--- config.mk ---
export PLATFORM = sky130hd
export DESIGN_NAME = fetch_stage
export DESIGN_NICKNAME = d
export VERILOG_FILES = /design/src/rtl/wisc_pkg.sv /design/src/rtl/adder16.sv /design/src/rtl/fetch_fsm.sv /design/src/rtl/fetch_stage.sv
export SDC_FILE = /design/constraint.sdc
export NUM_CORES = 1
export LEC_CHECK = 0
export CORE_MARGIN = 8
export CORE_UTILIZATION = 50
export CTS_BUF_LIST = sky130_fd_sc_hd__clkbuf_4 sky130_fd_sc_hd__clkbuf_8
export DETAILED_ROUTE_END_ITERATION = 6
export PLACE_DENSITY = 0.76
export SETUP_SLACK_MARGIN = 0.2
export SKIP_LAST_GASP = 1
export SLEW_MARGIN = 20
export SYNTH_ARGS = -nofsm -noshare
export SYNTH_HDL_FRONTEND = slang
export SYNTH_SLANG_ARGS = --single-unit
export TNS_END_PERCENT = 100
--- constraint.sdc ---
create_clock -name clk -period 6 [get_ports clk]
set_clock_uncertainty 0.1 [all_clocks]
set_input_delay 1.2 -clock clk [delete_from_list [all_inputs] [get_ports clk]]
set_output_delay 1.2 -clock clk [all_outputs]
set_load 0.02 [all_outputs]
--- src/rtl/wisc_pkg.sv ---
// Shared definitions for the 16-bit WISC core front end: reset/halt
// defaults, the fetch-stage state encoding and the HLT opcode decode.
package wisc_pkg;

  localparam logic [15:0] RESET_PC_DEFAULT    = 16'h0000;
  localparam logic [3:0]  HALT_OPCODE_DEFAULT = 4'hF;
  localparam logic [15:0] PC_STEP             = 16'h0002;

  typedef enum logic [2:0] {
    ST_START = 3'd0,
    ST_FETCH = 3'd1,
    ST_HOLD  = 3'd2,
    ST_DRAIN = 3'd3,
    ST_HALT  = 3'd4
  } fetch_state_e;

  // True when the instruction word carries the halt opcode in its top nibble.
  function automatic logic is_halt_op(input logic [15:0] instr, input logic [3:0] opcode);
    return (instr[15:12] == opcode);
  endfunction

endpackage

--- src/rtl/adder16.sv ---
// Plain 16-bit modulo adder; carry out is intentionally dropped so that
// address arithmetic wraps (16'hFFFE + 2 = 16'h0000).
module adder16 (
  input  logic [15:0] a,
  input  logic [15:0] b,
  output logic [15:0] sum
);

  assign sum = a + b;

endmodule

--- src/rtl/fetch_fsm.sv ---
// Fetch-stage control: owns the state register, the registered imem_req and
// halted flags, and decodes per-cycle strobes that steer the datapath.
module fetch_fsm
  import wisc_pkg::*;
(
  input  logic clk,
  input  logic rst_n,
  input  logic stall,
  input  logic br_taken,
  input  logic imem_ready,
  input  logic halt_hit,
  output logic imem_req,
  output logic halted,
  output logic from_hold,
  output logic start_fetch,
  output logic redirect,
  output logic redirect_addr,
  output logic drain_done,
  output logic advance,
  output logic load_ifid,
  output logic capture_hold,
  output logic bubble
);

  fetch_state_e state_r;
  fetch_state_e next_state_s;
  logic         imem_req_r;
  logic         halted_r;

  // The IF/ID source word comes from the hold buffer only while parked in HOLD.
  assign from_hold = (state_r == ST_HOLD);

  // Next-state and datapath strobes; a taken branch always outranks stall and returning data.
  always_comb begin
    next_state_s  = state_r;
    start_fetch   = 1'b0;
    redirect      = 1'b0;
    redirect_addr = 1'b0;
    drain_done    = 1'b0;
    advance       = 1'b0;
    load_ifid     = 1'b0;
    capture_hold  = 1'b0;
    bubble        = 1'b0;
    case (state_r)
      ST_START: begin
        next_state_s = ST_FETCH;
        if (br_taken) begin
          redirect      = 1'b1;
          redirect_addr = 1'b1;
        end else begin
          start_fetch   = 1'b1;
        end
      end
      ST_FETCH: begin
        if (br_taken) begin
          redirect = 1'b1;
          if (imem_ready) begin
            // Data returned this cycle is simply dropped; restart at the target.
            redirect_addr = 1'b1;
            next_state_s  = ST_FETCH;
          end else begin
            // Request still in flight: keep the old address on the bus until it completes.
            next_state_s  = ST_DRAIN;
          end
        end else if (imem_ready && !stall) begin
          load_ifid = 1'b1;
          if (halt_hit) begin
            next_state_s = ST_HALT;
          end else begin
            advance      = 1'b1;
            next_state_s = ST_FETCH;
          end
        end else if (imem_ready) begin
          capture_hold = 1'b1;
          next_state_s = ST_HOLD;
        end else if (!stall) begin
          bubble       = 1'b1;
          next_state_s = ST_FETCH;
        end else begin
          next_state_s = ST_FETCH;
        end
      end
      ST_HOLD: begin
        if (br_taken) begin
          redirect      = 1'b1;
          redirect_addr = 1'b1;
          next_state_s  = ST_FETCH;
        end else if (!stall) begin
          load_ifid = 1'b1;
          if (halt_hit) begin
            next_state_s = ST_HALT;
          end else begin
            advance      = 1'b1;
            next_state_s = ST_FETCH;
          end
        end else begin
          next_state_s = ST_HOLD;
        end
      end
      ST_DRAIN: begin
        if (br_taken) begin
          redirect = 1'b1;
        end else begin
          redirect = 1'b0;
        end
        if (imem_ready) begin
          next_state_s = ST_FETCH;
          if (br_taken) begin
            redirect_addr = 1'b1;
          end else begin
            drain_done    = 1'b1;
          end
        end else begin
          next_state_s = ST_DRAIN;
        end
      end
      ST_HALT: begin
        if (br_taken) begin
          redirect      = 1'b1;
          redirect_addr = 1'b1;
          next_state_s  = ST_FETCH;
        end else begin
          next_state_s  = ST_HALT;
        end
      end
      default: begin
        next_state_s = ST_START;
      end
    endcase
  end

  // State register with imem_req/halted registered from the next state.
  always_ff @(posedge clk or negedge rst_n) begin
    if (!rst_n) begin
      state_r    <= ST_START;
      imem_req_r <= 1'b0;
      halted_r   <= 1'b0;
    end else begin
      state_r    <= next_state_s;
      imem_req_r <= (next_state_s == ST_FETCH) || (next_state_s == ST_DRAIN);
      halted_r   <= (next_state_s == ST_HALT);
    end
  end

  assign imem_req = imem_req_r;
  assign halted   = halted_r;

endmodule

--- src/rtl/fetch_stage.sv ---
// Instruction-fetch stage: architectural PC, fetch address, stall hold
// buffer and the IF/ID pipeline register. Control lives in fetch_fsm.
module fetch_stage
  import wisc_pkg::*;
#(
  parameter logic [15:0] RESET_PC    = RESET_PC_DEFAULT,
  parameter logic [3:0]  HALT_OPCODE = HALT_OPCODE_DEFAULT
) (
  input  logic        clk,
  input  logic        rst_n,
  input  logic        stall,
  input  logic        br_taken,
  input  logic [15:0] br_target,
  output logic        imem_req,
  output logic [15:0] imem_addr,
  input  logic        imem_ready,
  input  logic [15:0] imem_rdata,
  output logic        if_valid,
  output logic [15:0] if_pc,
  output logic [15:0] if_pc_plus2,
  output logic [15:0] if_instr,
  output logic        halted
);

  logic [15:0] pc_r;
  logic [15:0] fetch_addr_r;
  logic [15:0] hold_buf_r;
  logic        if_valid_r;
  logic [15:0] if_pc_r;
  logic [15:0] if_pc_plus2_r;
  logic [15:0] if_instr_r;

  logic [15:0] addr_plus2_s;
  logic [15:0] load_word_s;
  logic        halt_hit_s;
  logic        from_hold_s;
  logic        start_fetch_s;
  logic        redirect_s;
  logic        redirect_addr_s;
  logic        drain_done_s;
  logic        advance_s;
  logic        load_ifid_s;
  logic        capture_hold_s;
  logic        bubble_s;

  adder16 u_inc (
    .a   (fetch_addr_r),
    .b   (PC_STEP),
    .sum (addr_plus2_s)
  );

  assign load_word_s = from_hold_s ? hold_buf_r : imem_rdata;
  assign halt_hit_s  = is_halt_op(load_word_s, HALT_OPCODE);

  fetch_fsm u_fsm (
    .clk           (clk),
    .rst_n         (rst_n),
    .stall         (stall),
    .br_taken      (br_taken),
    .imem_ready    (imem_ready),
    .halt_hit      (halt_hit_s),
    .imem_req      (imem_req),
    .halted        (halted),
    .from_hold     (from_hold_s),
    .start_fetch   (start_fetch_s),
    .redirect      (redirect_s),
    .redirect_addr (redirect_addr_s),
    .drain_done    (drain_done_s),
    .advance       (advance_s),
    .load_ifid     (load_ifid_s),
    .capture_hold  (capture_hold_s),
    .bubble        (bubble_s)
  );

  // PC and fetch address; during DRAIN only pc follows the branch so the bus address stays put.
  always_ff @(posedge clk or negedge rst_n) begin
    if (!rst_n) begin
      pc_r         <= RESET_PC;
      fetch_addr_r <= RESET_PC;
    end else begin
      if (redirect_s) begin
        pc_r <= br_target;
      end else if (advance_s) begin
        pc_r <= addr_plus2_s;
      end
      if (redirect_addr_s) begin
        fetch_addr_r <= br_target;
      end else if (drain_done_s || start_fetch_s) begin
        fetch_addr_r <= pc_r;
      end else if (advance_s) begin
        fetch_addr_r <= addr_plus2_s;
      end
    end
  end

  // Parks a word that returned while decode was stalled.
  always_ff @(posedge clk or negedge rst_n) begin
    if (!rst_n) begin
      hold_buf_r <= 16'h0000;
    end else if (capture_hold_s) begin
      hold_buf_r <= imem_rdata;
    end
  end

  // IF/ID register: flush on redirect, load on accepted word, bubble on an unstalled wait.
  always_ff @(posedge clk or negedge rst_n) begin
    if (!rst_n) begin
      if_valid_r    <= 1'b0;
      if_pc_r       <= 16'h0000;
      if_pc_plus2_r <= 16'h0000;
      if_instr_r    <= 16'h0000;
    end else if (redirect_s) begin
      if_valid_r    <= 1'b0;
    end else if (load_ifid_s) begin
      if_valid_r    <= 1'b1;
      if_pc_r       <= fetch_addr_r;
      if_pc_plus2_r <= addr_plus2_s;
      if_instr_r    <= load_word_s;
    end else if (bubble_s) begin
      if_valid_r    <= 1'b0;
    end
  end

  assign imem_addr   = fetch_addr_r;
  assign if_valid    = if_valid_r;
  assign if_pc       = if_pc_r;
  assign if_pc_plus2 = if_pc_plus2_r;
  assign if_instr    = if_instr_r;

endmodule
==> impl_metrics.yaml <==
pwr:
  p_int_mw: 1.63
  cellLeakagePower_nw: 2.43
  pwr_density_cell_nw_per_um2: 432
  p_seq_frac: 0.415
  swShare: 0.377
  p_sw_mw: 0.989
  p_clk_frac: 0.156
  power_frac_comb: 0.429
  vdd_drop_max_mv: 0.190
layout:
  area_growth_pct: 26.8
  antenna_cells: 0
  fin_nets: 585
  utilization: 0.654
  drive_gt1_frac: 0.118
grt:
  grt-ovfl-total: 0
  grt_pass1_wl_um: 19700
  track_usage: 0.187
  grt_antenna_before_repair: 0
  grt_start_max_net_pins: 82
  grt_pass1_vias: 3872
synthesis:
  synth_top_family_by_area: "compound AO/OA/AOI/OAI gates"
  synthTopCellsByArea: "dfrtp_1, mux2_2, nor2_1"
  ys_seq_area_frac: 0.527
  synthesis.area_um2: 4790
  synth-async-reset-ratio: 1.00
  ys_ff_latch: 101
  synth_edf_count: 0
  synth_compound_area_frac: 0.175
  syn_avg_cell_area_um2: 10.5
  synth_xor_area_frac: 0.0238
  synth_mux_area_frac: 0.114
  yosys.area_share.adder: 0.00261
  syn_inst: 458
  yosys_warnings: 0
  synth_top_area_frac: 0.527
  ys_types: 51
  synth-simple-area-share: 0.119
  yosysTopAreaCell: "dfrtp_1"
  ys.flop_type: "dfrtp_1"
  synth_nets: 496
cts:
  numCtsBuffers: 9
  htree_levels: 3
  postCtsHoldBufs: 0
  clock_latency_ns: 0.36
  cts_buffer_depth: 2
  post-cts-setup-buffer-count: 0
  cts_tree: "done"
  cts_resized: 0
  root_buffer: "clkbuf_8"
  cts_sinks: 101
  clk_pin_slew_ns: 0.09
floorplanning:
  die_area_um2: 13000
  core_um2: 9280
  start_util: 0.516
  std_cell_rows: 35
  ioPinCount: 104
  die_x_um: 114
  die_h_um: 114
flow_run:
  cap_violations: 0
route:
  wire_per_inst_um: 17.5
  avgViaCountPerCell: 5.54
  vias: 3775
  drtIter0Drc: 227
  first_pass_iters: 4
  wl_um: 11900
  drc: 0
  antenna_left: 0
worst_setup_path:
  end_kind: "flip-flop"
  cp-start-kind: "input pin"
  cp_max_fo: 28
  cp.arrival_ns: 3.83
  critical_path_class: "input pin to flip-flop"
  required_ns: 6.14
placed_design:
  dp_hpwl_um: 8180
  io_buffers: 103
  gp_congestion: 0.818
outcome:
  run_status: "completed"
sta:
  worst_pin_slew_ns: 1.08
  final.setup.tns_ns: 0
  rsz0062_at_grt: "no"
  post-route-min-period_ns: 3.69
  drv_slew: 0
  relSlewSlack: 0.278
  period_share: 0.615
  max_freq_ghz: 0.271
  setup_viol: 0
  hold_ws_ns: 0.392
  hold_viol: 0
worst_hold_path:
  min_path_type: "flip-flop to flip-flop"
-- kinds of logic after synthesis --
family / count (synthesis)
DFF: 101
muxes: 50
buffers and inverters: 37
adders and majority gates: 1
and+or+nand+nor: 125
AOI/OAI and AO/OA: 131
xor gates and xnor gates: 13
-- metal layers --
metal / vias to the layer above / GRT usage / wire, um
met5: - / 0 / 0
met4: 0 / 0.0559 / 135
met3: 11 / 0.0571 / 941
met2: 127 / 0.300 / 5630
met1: 1826 / 0.238 / 5200
li1: 1811 / - / -
-- area by class of cell --
class                           instances  area [um2]
Multi-Input combinational cell        320        2100
Fill cell                             783        3210
Tap cell                              129         161
Clock buffer                           12         159
Inverter                                7        26.3
Sequential cell                       101        2530
Timing Repair Buffer                  108        1070
Clock inverter                          4        32.5
-- registers in the layout (all words and copies together) (netlist names) --
register        cells
hold_buf_r         16
if_pc              16
u_fsm.state_r       3
pc_r               16
if_pc_plus2        15
if_instr           16
imem_addr          16
if_valid            1
u_fsm.halted        1
u_fsm.imem_req      1
-- Yosys cell counts, types with 2 or more instances --
cell type / number
dfrtp_1: 101
nor2_1: 61
a21oi_1: 45
mux2_2: 33
nand2_1: 28
o21ai_0: 17
mux2i_1: 16
a31oi_1: 13
xnor2_1: 12
a22oi_1: 11
clkbuf_1: 11
buf_2: 10
nor3_1: 9
a221o_1: 8
a21o_1: 7
buf_4: 6
inv_1: 6
nand3_1: 5
o211ai_1: 5
o21ai_1: 5
nand2b_1: 4
nand4_1: 4
nor2b_1: 4
o21bai_1: 4
o21a_1: 3
o22ai_1: 3
a211o_1: 2
nor4_2: 2
-- cell usage in the layout (no fill, tap or decap), types with 2 or more instances in the layout --
cell type and instances:
clkdlybuf4s50_1 102, dfrtp_1 101, nor2_1 61, a21oi_1 45, mux2_2 33, nand2_1 28
o21ai_0 17, mux2i_1 16, a31oi_1 13, xnor2_1 12, a22oi_1 11, clkbuf_8 11
nor3_1 9, a221o_1 8, a21o_1 7, inv_1 6, nand3_1 5, o21ai_1 5
o211ai_1 5, buf_4 5, nand2b_1 4, nor2b_1 4, nand4_1 4, o21bai_1 4
o21a_1 3, o22ai_1 3, nor4_2 2, a211o_1 2, clkinvlp_4 2, clkinv_4 2
-- power groups by stage --
stage                     sequential (mW)  combinational (mW)  clock (mW)
after floorplan                      1.28               0.427           0
after global placement               1.09                1.11           0
after detailed placement             1.10                1.13           0
after CTS                            1.09                1.14       0.421
after global routing                 1.12                1.21       0.449
final                                1.09                1.13       0.409
-- through the flow --
stage	worst slack, ns	total power [mW]	cells	area, um2
floorplan	3.38	1.71	458	4790
global placement	2.05	2.21	665	5880
detailed placement	1.95	2.24	665	5880
CTS	2.34	2.65	681	6070
global route	2.10	2.78	681	6080
finish	2.31	2.62	681	6080
-- final timing paths --
| kind | from | to | slack, ns | depth (start not counted) |
|---|---|---|---|---|
| max in group asynchronous | rst_n | u_fsm.state_r[0]$_DFF_PN0_ | 4.17 | 2 |
| min in group asynchronous | rst_n | if_pc[4]$_DFFE_PN0P_ | 0.61 | 1 |
| hold reg to reg | if_pc_plus2[1]$_DFFE_PN0P_ | if_pc_plus2[1]$_DFFE_PN0P_ | 0.39 | 1 |
| setup reg to reg | u_fsm.state_r[1]$_DFF_PN0_ | pc_r[7]$_DFFE_PN0P_ | 2.94 | 6 |
| hold / removal | if_pc_plus2[1]$_DFFE_PN0P_ | if_pc_plus2[1]$_DFFE_PN0P_ | 0.39 | 1 |
| setup / recovery | br_taken | imem_addr[7]$_DFFE_PN0P_ | 2.31 | 5 |
-- worst max-delay path, cell delays in order --
cell	delay, ns
clkdlybuf4s50_1	0.63
nor3_1	0.45
a21bo_2	0.47
o211ai_4	0.66
mux2_2	0.41
Note: power is estimated with default switching activity, not from simulation.
